<file path="src/rtl/text_ram_ctrl_if.sv">
// Host register bus and screen RAM write port of the text-mode controller.
// The host (or a bench) drives the strobe side through the master modport;
// the controller owns the RAM write port and cursor/status through slave.
interface text_ram_ctrl_if #(
  parameter int AW = 11
);
  logic          wr_stb;
  logic [3:0]    rs;
  logic [7:0]    data_in;
  logic [AW-1:0] ram_wraddr;
  logic [7:0]    ram_data;
  logic          ram_wren;
  logic [6:0]    cursor_x;
  logic [4:0]    cursor_y;
  logic          busy;
  logic [7:0]    status;

  modport master (
    output wr_stb, rs, data_in,
    input  ram_wraddr, ram_data, ram_wren, cursor_x, cursor_y, busy, status
  );

  modport slave (
    input  wr_stb, rs, data_in,
    output ram_wraddr, ram_data, ram_wren, cursor_x, cursor_y, busy, status
  );
endinterface

</file>
<file path="src/rtl/text_ram_ctrl.sv">
// Write-side controller for the text-mode screen RAM: decodes host register
// writes into character stores at an auto-advancing cursor and runs a
// clear-screen engine that sweeps every cell with the fill character.
// While the clear engine runs, ram_data holds the fill captured at the
// clear command, so later fill-register writes cannot disturb a sweep.
module text_ram_ctrl #(
  parameter int COLS = 80,
  parameter int ROWS = 25,
  parameter int AW   = 11
) (
  input  logic            clk,
  input  logic            rst_n,
  text_ram_ctrl_if.slave  bus
);

  localparam logic [6:0]    LastX    = 7'(COLS - 1);
  localparam logic [4:0]    LastY    = 5'(ROWS - 1);
  localparam logic [AW-1:0] LastCell = AW'(COLS * ROWS - 1);

  typedef enum logic {
    StIdle,
    StClear
  } state_t;

  state_t        r_state, w_nextState;
  logic [AW-1:0] r_wraddr, w_nextAddr;
  logic [7:0]    r_data, w_nextData;
  logic          r_wren, w_nextWren;
  logic [6:0]    r_curX, w_nextX;
  logic [4:0]    r_curY, w_nextY;
  logic          r_drop, w_nextDrop;
  logic [7:0]    r_fill, w_nextFill;

  logic [AW-1:0] w_cellAddr;
  logic [4:0]    w_yInc;
  logic          w_busy;

  // Linear cell address of the cursor and the wrapping row increment.
  assign w_cellAddr = AW'(r_curY) * AW'(COLS) + AW'(r_curX);
  assign w_yInc     = (r_curY == LastY) ? 5'd0 : r_curY + 5'd1;
  assign w_busy     = (r_state == StClear);

  // State and output registers; every output is a flop or a flop decode.
  always_ff @(posedge clk or negedge rst_n) begin
    if (!rst_n) begin
      r_state  <= StIdle;
      r_wraddr <= '0;
      r_data   <= 8'h00;
      r_wren   <= 1'b0;
      r_curX   <= 7'd0;
      r_curY   <= 5'd0;
      r_drop   <= 1'b0;
      r_fill   <= 8'h20;
    end else begin
      r_state  <= w_nextState;
      r_wraddr <= w_nextAddr;
      r_data   <= w_nextData;
      r_wren   <= w_nextWren;
      r_curX   <= w_nextX;
      r_curY   <= w_nextY;
      r_drop   <= w_nextDrop;
      r_fill   <= w_nextFill;
    end
  end

  // Register decode in IDLE, address sweep in CLEAR; strobes while busy only mark drop.
  always_comb begin
    w_nextState = r_state;
    w_nextAddr  = r_wraddr;
    w_nextData  = r_data;
    w_nextWren  = 1'b0;
    w_nextX     = r_curX;
    w_nextY     = r_curY;
    w_nextDrop  = r_drop;
    w_nextFill  = r_fill;
    case (r_state)
      StIdle: begin
        if (bus.wr_stb) begin
          case (bus.rs)
            4'd0: w_nextX = (bus.data_in > {1'b0, LastX}) ? LastX : bus.data_in[6:0];
            4'd1: w_nextY = (bus.data_in > {3'b000, LastY}) ? LastY : bus.data_in[4:0];
            4'd2: begin
              w_nextWren = 1'b1;
              w_nextAddr = w_cellAddr;
              w_nextData = bus.data_in;
              if (r_curX == LastX) begin
                w_nextX = 7'd0;
                w_nextY = w_yInc;
              end else begin
                w_nextX = r_curX + 7'd1;
              end
            end
            4'd3: begin
              if (bus.data_in[7]) w_nextDrop = 1'b0;
              if (bus.data_in[0]) begin
                w_nextState = StClear;
                w_nextWren  = 1'b1;
                w_nextAddr  = '0;
                w_nextData  = r_fill;
              end else if (bus.data_in[1]) begin
                w_nextX = 7'd0;
                w_nextY = w_yInc;
              end
            end
            4'd4: w_nextFill = bus.data_in;
            default: ;
          endcase
        end
      end
      StClear: begin
        if (bus.wr_stb) w_nextDrop = 1'b1;
        if (r_wraddr == LastCell) begin
          w_nextState = StIdle;
          w_nextX     = 7'd0;
          w_nextY     = 5'd0;
        end else begin
          w_nextWren = 1'b1;
          w_nextAddr = r_wraddr + 1'b1;
        end
      end
      default: w_nextState = StIdle;
    endcase
  end

  assign bus.ram_wraddr = r_wraddr;
  assign bus.ram_data   = r_data;
  assign bus.ram_wren   = r_wren;
  assign bus.cursor_x   = r_curX;
  assign bus.cursor_y   = r_curY;
  assign bus.busy       = w_busy;
  assign bus.status     = {6'b000000, r_drop, w_busy};

endmodule

</file>
<file path="src/flat_wrapper.sv">
// flat-port wrapper written by rule: the top's interface ports become plain ports
module text_ram_ctrl_flat 
#(
  parameter int COLS = 80,
  parameter int ROWS = 25,
  parameter int AW   = 11
)
  (clk, rst_n, bus_wr_stb, bus_rs, bus_data_in, bus_ram_wraddr, bus_ram_data, bus_ram_wren, bus_cursor_x, bus_cursor_y, bus_busy, bus_status);
  text_ram_ctrl_if #(.AW(AW)) bus_i ();
  input  logic clk;
  input  logic rst_n;
  input wire logic [$bits(bus_i.wr_stb)-1:0] bus_wr_stb;
  input wire logic [$bits(bus_i.rs)-1:0] bus_rs;
  input wire logic [$bits(bus_i.data_in)-1:0] bus_data_in;
  output wire logic [$bits(bus_i.ram_wraddr)-1:0] bus_ram_wraddr;
  output wire logic [$bits(bus_i.ram_data)-1:0] bus_ram_data;
  output wire logic [$bits(bus_i.ram_wren)-1:0] bus_ram_wren;
  output wire logic [$bits(bus_i.cursor_x)-1:0] bus_cursor_x;
  output wire logic [$bits(bus_i.cursor_y)-1:0] bus_cursor_y;
  output wire logic [$bits(bus_i.busy)-1:0] bus_busy;
  output wire logic [$bits(bus_i.status)-1:0] bus_status;
  assign bus_i.wr_stb = bus_wr_stb;
  assign bus_i.rs = bus_rs;
  assign bus_i.data_in = bus_data_in;
  assign bus_ram_wraddr = bus_i.ram_wraddr;
  assign bus_ram_data = bus_i.ram_data;
  assign bus_ram_wren = bus_i.ram_wren;
  assign bus_cursor_x = bus_i.cursor_x;
  assign bus_cursor_y = bus_i.cursor_y;
  assign bus_busy = bus_i.busy;
  assign bus_status = bus_i.status;
  text_ram_ctrl #(.COLS(COLS), .ROWS(ROWS), .AW(AW)) u_core (.clk(clk), .rst_n(rst_n), .bus(bus_i));
endmodule
</file>
<file path="config.mk">
export PLATFORM = sky130hd
export DESIGN_NAME = text_ram_ctrl_flat
export DESIGN_NICKNAME = d
export VERILOG_FILES = /design/src/rtl/text_ram_ctrl_if.sv /design/src/rtl/text_ram_ctrl.sv /design/src/flat_wrapper.sv
export SDC_FILE = /design/constraint.sdc
export NUM_CORES = 1
export LEC_CHECK = 0
export ABC_CLOCK_PERIOD_IN_PS = 2120
export BUFFER_PORTS_ARGS = -buffer_cell sky130_fd_sc_hd__clkbuf_2
export CORE_UTILIZATION = 50
export DETAILED_ROUTE_END_ITERATION = 7
export PLACE_DENSITY = 0.77
export SLEW_MARGIN = 20
export SYNTH_ARGS = -nofsm -noshare
export SYNTH_HDL_FRONTEND = slang
export SYNTH_SLANG_ARGS = --single-unit
</file>
<file path="constraint.sdc">
create_clock -name clk -period 2.12 [get_ports clk]
set_input_delay 0.106 -clock clk [delete_from_list [all_inputs] [get_ports clk]]
set_output_delay 0.106 -clock clk [all_outputs]
set_load 0.005 [all_outputs]
</file>
After elaboration in Yosys (flattened, before gate mapping)
Index checks and enable logic that the tools add are counted.
- add/subtract/negate cells: 4
- $mul: 1
- order comparisons: 2
- equal/unequal tests: 21
- mux-type cells: 37
- bitwise gates (word level): 1
- reductions and logical operators: 8
- operator list (cell ; count):
    11-bit one-hot mux with 2 select lines ; 2
    7-bit 2-to-1 mux ; 6
    5-bit 2-to-1 mux ; 7
    11-bit 2-to-1 mux ; 3
    7-bit one-hot mux with 3 select lines ; 1
    8-bit one-hot mux with 2 select lines ; 1
    5-bit one-hot mux with 3 select lines ; 1
    2-bit != test (second input constant) ; 7
    7-bit one-hot mux with 2 select lines ; 1
    3-bit != test (second input constant) ; 4
    4-bit AND reduction ; 3
    11-bit by 1-bit adder with 11-bit output (second input constant) ; 1
    11-bit by 7-bit adder with 11-bit output ; 1
    11-bit equality test (second input constant) ; 1
    5-bit one-hot mux with 2 select lines ; 1
    1-bit 2-to-1 mux ; 9
    4-bit by 2-bit equality test with 1-bit output (second input constant) ; 2
    8-bit by 5-bit > comparator with 1-bit output (second input constant) ; 1
    8-bit by 7-bit > comparator with 1-bit output (second input constant) ; 1
    8-bit 2-to-1 mux ; 1
    4-bit != test (second input constant) ; 2
    1-bit one-hot mux with 2 select lines ; 4
    7-bit by 1-bit adder with 7-bit output (second input constant) ; 1
    7-bit equality test (second input constant) ; 1
    12 further kinds ; 12
- register bits: 42
- input bits: 15
- output and inout bits: 41

Longest topological paths before layout
Gate-level depths: netlist of the first run.
- depth after elaboration: 7
- depth in mapped cells: 9
- mapped depth without buffers: 9

Worst setup path before layout of the first run
Ideal clock, no wire load.
- kind: register to register
- start: reg u_core.r_curY[3] (netlist: u_core.bus.cursor_y[3])
- end: reg u_core.r_wraddr[10] (netlist: u_core.bus.ram_wraddr[10])
- data arrival time: 2.190 ns
- setup slack: -0.204 ns
- cell stages (with the launch flop): 10
- path buffers: 0
- period minus slack after synthesis: 2.324 ns
- cells stage by stage: dfrtp_1 ha_1 ha_1 inv_1 fa_1 xnor2_1 o2111ai_1 xor3_1 nand3_1 o211ai_1
- word-level cells in the longest chain between the ends: 5
- RTL lines (element ; line ; source):
    start: declaration ; text_ram_ctrl.sv:30 ; logic [4:0] r_curY, w_nextY;
    start signal: assignment ; text_ram_ctrl.sv:60 ; r_curY <= w_nextY;
    5-bit by 3-bit multiplier with 7-bit output ; text_ram_ctrl.sv:39 ; assign w_cellAddr = AW'(r_curY) * AW'(COLS) + AW'(r_curX);
    11-bit by 7-bit adder with 11-bit output ; text_ram_ctrl.sv:39 ;
    11-bit one-hot mux with 2 select lines ; text_ram_ctrl.sv:79 ; case (bus.rs)
    11-bit 2-to-1 mux ; text_ram_ctrl.sv:78 ; if (bus.wr_stb) begin
    11-bit one-hot mux with 2 select lines ; text_ram_ctrl.sv:76 ; case (r_state)
    end signal: assignment ; text_ram_ctrl.sv:56 ; r_wraddr <= w_nextAddr;
    end: declaration ; text_ram_ctrl.sv:26 ; logic [AW-1:0] r_wraddr, w_nextAddr;
No other way between the ends. The select of a mux whose other input is x is not followed.
A chain may end at the register's enable or synchronous reset.

Worst setup path after layout of the first run
- start: reg u_core.r_curY[3] (netlist: u_core.bus.cursor_y[3])
- end: reg u_core.r_wraddr[9] (netlist: u_core.bus.ram_wraddr[9])
Same word-level chain as after synthesis.

==> qor.txt, run 1 <==
path type of the worst setup path: flop to flop
Synth area leaders: dfrtp_1 (37%), ha_1 (5.8%), o21ai_0 (4.8%), mux2_2 (3.6%), a21oi_1 (3.4%)
1st-pass router iterations: 6
wire length on met2: 3316 um
vias: 2,518
DRC Markers: 0
final net count: 399
vias per inst: 5.723
# diodes: 0
Clock Path Buffers: 2
asr flop ratio synth: 100.0%
Internal Power: 1.350 mW
Detail Route Antenna Nets: 0
final setup margin: -0.02937 ns
FP Rows: 26
routability cong.: 0.8774
# setup viols final: 1
Pwr Density: 514.3 nW/um^2
Die H: 76.69 um
CP arrival: 2.34 ns
highest routed layer: met4
#FFs+latches synth: 42
Final HPWL DP: 5159 um
worst skew pair latency: 0.30 ns
Worst setup EP type: flop
Final Util: 65.05%
Max IR drop VDD: 0.0004018 V
Clk pwr share: 43.8%
fin crit share: 101.4%
root buf cell: clkbuf_8
fin. max-slew vios: 0
met1 WL: 2984 um
number of global-route vias before repair: 2,505
H-tree depth: 2
clock buffer count from CTS: 5
Chip Width: 76.69 um
initial antenna violation count: 0
commonest non-fill, non-tap cell in the layout: clkbuf_2
cells after synthesis: 303
Top FF cell, synth: dfrtp_1
Die ar.: 5881 sq um
synthesis-to-finish area growth: 22.16%
Final Power: 1.752 mW
ratio of cells with drive above 1 in the final layout: 30.27%
dpl cell area: 3252 sq um
Global Route Usage Sum: 24.30%
Psw: 402.1 uW
met3 wire len: 341 um
Worst Hold Class: primary input to flop
post-synth top area cell: dfrtp_1
Clock Skew: 0.008345 ns
Seq/Total Area, Yosys: 37.73%
I/O Buffers: 49
gr ovfl total: 0
global-route wire length before repair: 11,490 um
WP data required: 2.31 ns
Tightest Pin Transition: 0.5763 ns
Netlist cell types: 58
synthesized area per cell: 9.204 sq um
final instance area: 3407 sq um
Sw Share: 22.95%
drt total wl: 6737 um
Starting Density: 53.25%
Sequential Power Share: 46.7%
commonest non-fill, non-tap cells in the layout: clkbuf_2 (49), dfrtp_1 (39), o21ai_0 (27), nand2_1 (25), buf_4 (25)
post-route minimum period: 2.149 ns
RSZ-0062 raised after global routing: true
Clock Pin Slew Worst Setup and Hold Paths: 0.09 ns
largest net degree at the start of global routing: 39
Fin. Hold Viols: 0
Post-synth EDFFs: 0
CP Launch Type: flop
status: complete, but fails checks
combinational share of power: 9.5%
Iteration-0 DRC Markers: 196
Static Leak: 1.607 nW
routed wire length per instance: 15.31 um
slew margin rel.: 61.23%
synthesized area: 2789 sq um
Synth top area share: 36.79%
setup slack at placement: -0.03631 ns
Yosys warning count: 0
max-cap viol count: 0
I/O Pins: 56
Core Box Area: 5238 sq um
crit-path max FO: 3
clk sinks: 42
Setup TNS Final: -0.02937 ns
Peak Freq: 0.4653 GHz
failing checks: setup timing
CTS tree: done
## per-stage QoR
step,cells,hold slack (ns)
2_1_floorplan,308,-0.1896
3_3_place_gp,431,0.05403
3_5_place_dp,431,0.05131
4_1_cts,440,0.09036
5_1_grt,440,0.1058
6_report,440,0.09130
## power by group through the flow
stage               combinational, mW  clock (mW)  sequential [mW]
floorplan                      0.0880           0            0.836
global placement                0.163           0            0.833
detailed placement              0.165           0            0.834
CTS                             0.168       0.782            0.818
global route                    0.188       0.806            0.819
finish                          0.167       0.767            0.818
## final timing paths
check                                                            end                               start  slack (ns)  cells after the start
worst min-delay path                       u_core.r_drop$_DFFE_PN0P_                          bus_wr_stb        0.09                      2
worst min register to register    u_core.bus.ram_data[2]$_DFFE_PN0P_  u_core.bus.ram_data[2]$_DFFE_PN0P_        0.48                      2
worst max-delay path            u_core.bus.ram_wraddr[9]$_DFFE_PN0P_  u_core.bus.cursor_y[3]$_DFFE_PN0P_       -0.03                      9
worst max register to register  u_core.bus.ram_wraddr[9]$_DFFE_PN0P_  u_core.bus.cursor_y[3]$_DFFE_PN0P_       -0.03                      9
min in group asynchronous       u_core.bus.ram_wraddr[7]$_DFFE_PN0P_                               rst_n        0.26                      2
max in group asynchronous               u_core.r_fill[5]$_DFFE_PN1P_                               rst_n        1.22                      3
## Yosys cell counts, drive strengths merged (3+ instances only)
| library cell | instances |
|---|---|
| dfrtp | 41 |
| o21ai | 29 |
| nand2 | 25 |
| a21oi | 19 |
| inv | 17 |
| nor2 | 16 |
| buf | 15 |
| nand3 | 14 |
| ha | 13 |
| mux2 | 9 |
| mux2i | 7 |
| clkbuf | 6 |
| nor2b | 6 |
| nor3 | 6 |
| a31oi | 5 |
| xnor2 | 5 |
| a21o | 4 |
| nor3b | 4 |
| o31ai | 4 |
| a22o | 3 |
| and3 | 3 |
| nand2b | 3 |
| nand4 | 3 |
| o22ai | 3 |
| o41ai | 3 |
| xor2 | 3 |
## registers in the layout (all words and copies together) (netlist names)
name                   count
u_core.bus.busy            1
u_core.r_fill              8
u_core.bus.cursor_y        5
u_core.bus.ram_wraddr     11
u_core.r_drop              1
u_core.bus.cursor_x        7
u_core.bus.ram_wren        1
u_core.bus.ram_data        8
## metal layers
metal | track usage [%] | vias to the layer above
met5 | 0 | -
met4 | 7.308 | 0
met3 | 3.452 | 8
met2 | 41.43 | 84
met1 | 31.85 | 1199
li1 | - | 1227
## area by class of cell
class,count,area (sq um)
clock buffers,5,68.82
clock inverters,3,68.82
fillers,450,1831
inverters,17,63.81
multi-input cells,228,1620
flip-flops and latches,42,1055
well taps,70,87.58
repair buffers,75,442.9
## critical path: stages (launching register included)
cell and delay (ns):
dfrtp_2 0.43, ha_4 0.25, ha_4 0.16, inv_2 0.05, fa_2 0.43, inv_2 0.08
o2111ai_2 0.10, xnor2_1 0.15, and3_1 0.15, a221o_1 0.25
## kinds of logic after synthesis
group	after synthesis	share of synthesized area [%]
adders and majority gates	15	7.268
muxes	16	6.146
DFF	42	37.73
and+or+nand+nor	93	17.45
AOI/OAI and AO/OA	89	21.31
other	1	0.1345
xor gates and xnor gates	9	3.365
buffers and inverters	38	6.595
## timing repair
item | CTS | global route
setup endpoints to repair | 2 | 2
resized for setup | 1 | 1
hold buffers | 1 | 0
pin swaps | 3 | 2
endpoints found under the hold margin | 14 | 0
setup buffers | 0 | 0
Note: power is estimated with default switching activity, not from simulation.
==> run 2, diff against run 1 <==
PLACE_DENSITY = not set   (was 0.77)
PLACE_DENSITY_LB_ADDON = 0.1   (was not set)
SKIP_CTS_REPAIR_TIMING = 1   (was not set)
==> run 2 against run 1 <==
  * The flow now finishes without violations
  * Hold slack gained 0.019 ns
  * Register-to-register slack gained 0.04 ns
  * Wire length grew 0.18%
  * Count of clock-buffer cells in the layout grew 2
  * Clock power shrank 13%
  * Sequential cell count is the same
  * Die area is the same
  * Cell area grew 0.11%
  * Combinational power is essentially flat
  * Sequential share of layout area is essentially flat
  * First-iteration DRC count shrank 23%
  * Non-clock buffer count grew 3
  * Critical path type unchanged
  * Highest routed layer unchanged
==> qor.txt, run 2 (synthesis gave the netlist of run 1 again) <==
hold path depth: 2 (unchanged)
clk sinks: 42 (unchanged)
Worst Hold Class: primary input to flop (unchanged)
Clock Skew: 0.01090 ns (was 0.008345 ns)
routed wire length per instance: 15.23 um (was 15.31 um)
worst r2r path cells: 9 (unchanged)
Clock Pin Slew Worst Setup and Hold Paths: 0.08 ns (was 0.09 ns)
RR Startpoint: u_core.bus.cursor_y[1]$_DFFE_PN0P_ (was u_core.bus.cursor_y[3]$_DFFE_PN0P_)
Chip Width: 76.69 um (unchanged)
largest net degree at the start of global routing: 24 (was 39)
final instance area: 3411 sq um (was 3407 sq um)
final setup margin: 0.01175 ns (was -0.02937 ns)
Pwr Density: 483.5 nW/um^2 (was 514.3 nW/um^2)
RSZ-0062 raised after global routing: true (unchanged)
status: complete, no violations (was complete, but fails checks)
post-route minimum period: 2.108 ns (was 2.149 ns)
vias: 2,483 (was 2,518)
Largest register FFs: 11 (unchanged)
cell count along the critical path: 9 (unchanged)
CTS tree: done (unchanged)
CP arrival: 2.28 ns (was 2.34 ns)
initial antenna violation count: 0 (unchanged)
# setup viols final: 0 (was 1)
FF-to-FF End: u_core.bus.ram_wraddr[9]$_DFFE_PN0P_ (unchanged)
commonest non-fill, non-tap cell in the layout: clkbuf_2 (unchanged)
final net count: 402 (was 399)
1st-pass router iterations: 4 (was 6)
slew margin rel.: 63.20% (was 61.23%)
number of global-route vias before repair: 2,379 (was 2,505)
Peak Freq: 0.4743 GHz (was 0.4653 GHz)
gr ovfl total: 0 (unchanged)
fin crit share: 99.45% (was 101.4%)
CP delay by family, top: adder cells (unchanged)
fin. max-slew vios: 0 (unchanged)
worst reg-to-reg setup slack: 0.01 ns (was -0.03 ns)
crit-path max FO: 3 (unchanged)
H-tree depth: 2 (unchanged)
Final HPWL DP: 5176 um (was 5159 um)
Iteration-0 DRC Markers: 151 (was 196)
drt total wl: 6749 um (was 6737 um)
Worst path slowest cell: dfrtp_2 (unchanged)
worst setup path endpoint: u_core.bus.ram_wraddr[9]$_DFFE_PN0P_ (unchanged)
Starting Density: 53.25% (unchanged)
dpl cell area: 3274 sq um (was 3252 sq um)
routability cong.: 0.8728 (was 0.8774)
DRC Markers: 0 (unchanged)
Max IR drop VDD: 0.0002551 V (was 0.0004018 V)
Tightest Pin Transition: 0.5521 ns (was 0.5763 ns)
global-route wire length before repair: 11,310 um (was 11,490 um)
vias per inst: 5.605 (was 5.723)
Global Route Usage Sum: 24.39% (was 24.30%)
setup slack at placement: -0.001572 ns (was -0.03631 ns)
crit path from: u_core.bus.cursor_y[1]$_DFFE_PN0P_ (was u_core.bus.cursor_y[3]$_DFFE_PN0P_)
max-cap viol count: 0 (unchanged)
Core Box Area: 5238 sq um (unchanged)
Die ar.: 5881 sq um (unchanged)
clock buffer count from CTS: 5 (unchanged)
highest routed layer: met4 (unchanged)
root buf cell: clkbuf_8 (unchanged)
FP Rows: 26 (unchanged)
worst skew pair latency: 0.29 ns (was 0.30 ns)
I/O Pins: 56 (unchanged)
Buf+Inv Stages, Crit Path: 2 (unchanged)
met3 wire len: 296 um (was 341 um)
path type of the worst setup path: flop to flop (unchanged)
commonest non-fill, non-tap cells in the layout: clkbuf_2 (49), dfrtp_1 (39), buf_4 (28), o21ai_0 (27), nand2_1 (25) (was clkbuf_2 (49), dfrtp_1 (39), o21ai_0 (27), nand2_1 (25), buf_4 (25))
CP cell instances: ha_4, ha_4, inv_2, fa_2, inv_2, o2111ai_2, xnor2_1, and3_1, a221o_1 (unchanged)
Final Util: 65.12% (was 65.05%)
Fin. Hold Viols: 0 (unchanged)
Static Leak: 1.616 nW (was 1.607 nW)
met1 WL: 3194 um (was 2984 um)
Fillers: 467 (was 450)
WP data required: 2.29 ns (was 2.31 ns)
CP Launch Type: flop (unchanged)
Worst setup EP type: flop (unchanged)
ratio of cells with drive above 1 in the final layout: 30.83% (was 30.27%)
Detail Route Antenna Nets: 0 (unchanged)
wire length on met2: 3197 um (was 3316 um)
Die H: 76.69 um (unchanged)
I/O Buffers: 49 (unchanged)
hold_ws: 0.1099 ns (was 0.09130 ns)
CP max stage delay: 0.43 ns (about the same)
# diodes: 0 (unchanged)
Clock Path Buffers: 2 (unchanged)
synthesis-to-finish area growth: 22.30% (was 22.16%)
[run 2: final cells by class]
class / instances / area, sq um / share of cell area (%)
multi-input cells: 228 / 1623 / 47.58
flip-flops and latches: 42 / 1055 / 30.92
repair buffers: 78 / 465.4 / 13.65
well taps: 70 / 87.58 / 2.568
clock buffers: 7 / 86.33 / 2.531
inverters: 17 / 63.81 / 1.871
clock inverters: 1 / 30.03 / 0.8804
[run 2: power by group]
group          internal (mW)  leakage, nW  total (mW)  switching (mW)
Clock                  0.385       0.0585       0.665           0.280
Combinational         0.0686         1.02       0.168          0.0990
Sequential             0.810        0.534       0.817         0.00665
Total                   1.26         1.62        1.65           0.386
[run 2: routing by layer]
layer | track usage (%) | up-vias
met5 | 0 | -
met4 | 7.308 | 0
met1 | 33.23 | 1186
met3 | 3.095 | 5
li1 | - | 1236
met2 | 40.45 | 56
[run 2: worst min path at each step]
stage	slack (ns)	startpoint	to
final	0.11	bus_wr_stb	u_core.r_drop$_DFFE_PN0P_
after global routing	0.11	bus_wr_stb	u_core.r_drop$_DFFE_PN0P_
after CTS	-0.20	rst_n	u_core.bus.ram_wraddr[5]$_DFFE_PN0P_
after detailed placement	0.11	rst_n	u_core.bus.ram_wraddr[8]$_DFFE_PN0P_
after global placement	0.11	rst_n	u_core.bus.ram_wraddr[5]$_DFFE_PN0P_
after floorplan	-0.19	rst_n	u_core.bus.busy$_DFF_PN0_
[run 2: per-stage QoR]
stage | cells | TNS (ns) | power (mW)
after CTS | 442 | -0.01047 | 1.665
after floorplan | 308 | -0.01499 | 0.9245
after detailed placement | 434 | -0.001572 | 0.9983
after global placement | 434 | 0 | 0.9962
after global routing | 443 | -0.06388 | 1.709
final | 443 | 0 | 1.649
==> run 3, diff against run 2 <==
ABC_AREA = 1   (was not set)
CORE_UTILIZATION = 51   (was 50)
==> run 3 against run 2 <==
  * Sequential power shrank 0.6%
  * Combinational power shrank 38%
  * Sequential share of layout area shrank 0.71 points
==> qor.txt, run 3 <==
status: complete, no violations (unchanged)
Largest register FFs: 11 (unchanged)
fin. max-slew vios: 0 (unchanged)
wire length on met2: 3559 um (was 3197 um)
Top FF cell, synth: dfrtp_1 (unchanged)
synthesized area per cell: 7.287 sq um (was 9.204 sq um)
CP delay by family, top: adder cells (unchanged)
cells after synthesis: 421 (was 303)
Yosys warning count: 0 (unchanged)
Fillers: 559 (was 467)
commonest non-fill, non-tap cell in the layout: nand2_1 (was clkbuf_2)
Detail Route Antenna Nets: 0 (unchanged)
worst skew pair latency: 0.30 ns (was 0.29 ns)
RSZ-0062 raised after global routing: true (unchanged)
clock buffer count from CTS: 5 (unchanged)
cell count along the critical path: 11 (was 9)
root buf cell: clkbuf_8 (unchanged)
Synth top area share: 33.44% (was 36.79%)
FP Rows: 27 (was 26)
crit-path max FO: 3 (unchanged)
Clock Pin Slew Worst Setup and Hold Paths: 0.08 ns (about the same)
met1 WL: 3511 um (was 3194 um)
commonest non-fill, non-tap cells in the layout: nand2_1 (126), clkbuf_2 (49), inv_1 (42), dfrtp_1 (41), nand3_1 (37) (was clkbuf_2 (49), dfrtp_1 (39), buf_4 (28), o21ai_0 (27), nand2_1 (25))
CTS tree: done (unchanged)
Max IR drop VDD: 0.0003243 V (was 0.0002551 V)
#FFs+latches synth: 42 (unchanged)
routability cong.: 0.8748 (was 0.8728)
I/O Pins: 56 (unchanged)
Chip Width: 79.56 um (was 76.69 um)
Worst Hold Class: primary input to flop (unchanged)
final net count: 504 (was 402)
worst reg-to-reg setup slack: 0.09 ns (was 0.01 ns)
CP arrival: 2.27 ns (was 2.28 ns)
DRC Markers: 0 (unchanged)
largest net degree at the start of global routing: 43 (was 24)
Iteration-0 DRC Markers: 141 (was 151)
count leader, synth: nand2_1 (was dfrtp_1)
most used cell, CP: nand2_1
worst r2r path cells: 11 (was 9)
path type of the worst setup path: flop to flop (unchanged)
highest routed layer: met4 (unchanged)
post-synth top area cell: dfrtp_1 (unchanged)
global-route wire length before repair: 12,330 um (was 11,310 um)
drt total wl: 7502 um (was 6749 um)
RR Startpoint: u_core.bus.cursor_y[1]$_DFFE_PN0P_ (unchanged)
max-cap viol count: 0 (unchanged)
post-route minimum period: 2.031 ns (was 2.108 ns)
vias: 2,860 (was 2,483)
synthesized area: 3068 sq um (was 2789 sq um)
# setup viols final: 0 (unchanged)
H-tree depth: 2 (unchanged)
Core Box Area: 5642 sq um (was 5238 sq um)
CP cell instances: ha_1, ha_2, inv_2, fa_2, inv_2, buf_4, nand4_1, nand3_1, nand2_1, nand2_1, nand2_1 (was ha_4, ha_4, inv_2, fa_2, inv_2, o2111ai_2, xnor2_1, and3_1, a221o_1)
FF-to-FF End: u_core.bus.ram_wraddr[9]$_DFFE_PN0P_ (unchanged)
Seq/Total Area, Yosys: 34.30% (was 37.73%)
hold_ws: 0.04716 ns (was 0.1099 ns)
Worst path slowest cell: fa_2 (was dfrtp_2)
Global Route Usage Sum: 25.38% (was 24.39%)
register area: 1052 sq um (was 1055 sq um)
initial antenna violation count: 0 (unchanged)
Final Power: 1.556 mW (was 1.649 mW)
number of global-route vias before repair: 2,678 (was 2,379)
synthesis-to-finish area growth: 13.50% (was 22.30%)
Synth area leaders: dfrtp_1 (33%), nand2_1 (15%), nand3_1 (6.2%), inv_1 (5.4%), ha_1 (5.3%) (was dfrtp_1 (37%), ha_1 (5.8%), o21ai_0 (4.8%), mux2_2 (3.6%), a21oi_1 (3.4%))
Post-synth EDFFs: 0 (unchanged)
asr flop ratio synth: 100.0% (unchanged)
gr ovfl total: 0 (unchanged)
vias per inst: 5.229 (was 5.605)
# diodes: 0 (unchanged)
routed wire length per instance: 13.71 um (was 15.23 um)
worst setup path endpoint: u_core.bus.ram_wraddr[9]$_DFFE_PN0P_ (unchanged)
fin crit share: 95.80% (was 99.45%)
Buf+Inv Stages, Crit Path: 3 (was 2)
met3 wire len: 351 um (was 296 um)
most instantiated cells after synthesis: nand2_1 (126), inv_1 (44), dfrtp_1 (41) (was dfrtp_1 (41), o21ai_0 (27), nand2_1 (25))
WP data required: 2.36 ns (was 2.29 ns)
CP max stage delay: 0.57 ns (was 0.43 ns)
footprint of the multi-input gates: 1725 sq um (was 1623 sq um)
Fin. Hold Viols: 0 (unchanged)
ratio of cells with drive above 1 in the final layout: 23.16% (was 30.83%)
Peak Freq: 0.4924 GHz (was 0.4743 GHz)
Netlist cell types: 39 (was 58)
slew margin rel.: 62.63% (was 63.20%)
Final HPWL DP: 5718 um (was 5176 um)
Starting Density: 54.38% (was 53.25%)
1st-pass router iterations: 4 (unchanged)
Die H: 79.56 um (was 76.69 um)
clk sinks: 42 (unchanged)
Clock Skew: 0.003973 ns (was 0.01090 ns)
CP Launch Type: flop (unchanged)
Clock Path Buffers: 2 (unchanged)
Worst setup EP type: flop (unchanged)
Static Leak: 1.870 nW (was 1.616 nW)
Pwr Density: 447.0 nW/um^2 (was 483.5 nW/um^2)
I/O Buffers: 49 (unchanged)
crit path from: u_core.bus.cursor_y[1]$_DFFE_PN0P_ (unchanged)
Tightest Pin Transition: 0.5588 ns (was 0.5521 ns)
Die ar.: 6330 sq um (was 5881 sq um)
run 3: cell types whose count changed after synthesis, moves of 8 or more:
| cell | change |
|---|---|
| a21oi_1 | -12 |
| nand3_1 | +24 |
| nand2_2 | +8 |
| nor2_1 | +13 |
| inv_1 | +28 |
| nand2_1 | +101 |
run 3: how the worst min path moves through the flow:
stage,to,startpoint,cells past startpoint
after floorplan,u_core.bus.busy$_DFF_PN0_,rst_n,0
after global placement,u_core.bus.ram_wraddr[7]$_DFFE_PN0P_,rst_n,2
after detailed placement,u_core.bus.ram_wraddr[5]$_DFFE_PN0P_,rst_n,2
after CTS,u_core.bus.ram_wraddr[10]$_DFFE_PN0P_,rst_n,2
after global routing,u_core.r_drop$_DFFE_PN0P_,bus_data_in[7],2
final,u_core.r_drop$_DFFE_PN0P_,bus_data_in[7],2
run 3: final cells by class:
type,count,area share (%)
multi-input combinational,316,49.55
sequential,42,30.22
inverter,52,5.677
clock inverter,3,1.150
timing repair buffer,57,8.839
clock buffer,5,1.976
tap,72,2.587
run 3: routing by layer:
metal | up-vias | GRT usage, %
met5 | - | 0
met4 | 0 | 7.091
met3 | 7 | 3.543
met2 | 70 | 41.79
met1 | 1324 | 34.58
li1 | 1459 | -
run 3: power by group:
part | switching (mW) | internal, mW
combinational | 0.0723 | 0.0317
sequential | 0.00522 | 0.807
clock | 0.294 | 0.347
run 3: stage by stage:
stage | TNS, ns | instances | worst slack (ns) | instance area [sq um] | utilization (%)
CTS | 0 | 545 | 0.04746 | 3452 | 61.19
finish | 0 | 547 | 0.08898 | 3482 | 61.72
global placement | 0 | 537 | 0.1443 | 3343 | 59.26
floorplan | 0 | 426 | 0.1186 | 3087 | -
detailed placement | 0 | 537 | 0.06301 | 3343 | 59.26
global route | -0.01432 | 547 | -0.01386 | 3482 | 61.72
run 3: logic make-up (layout without fill, tap and decap cells):
logic type | count (synthesis) | in the layout | synth area share, %
fa+ha+maj | 15 | 15 | 6.607
compound gates | 61 | 61 | 12.03
xor+xnor | 6 | 6 | 1.713
mux | 4 | 4 | 1.713
simple gates | 224 | 224 | 33.03
other cells | 1 | 6 | 0.1222
flops | 42 | 42 | 34.30
buf+inv | 68 | 117 | 10.48
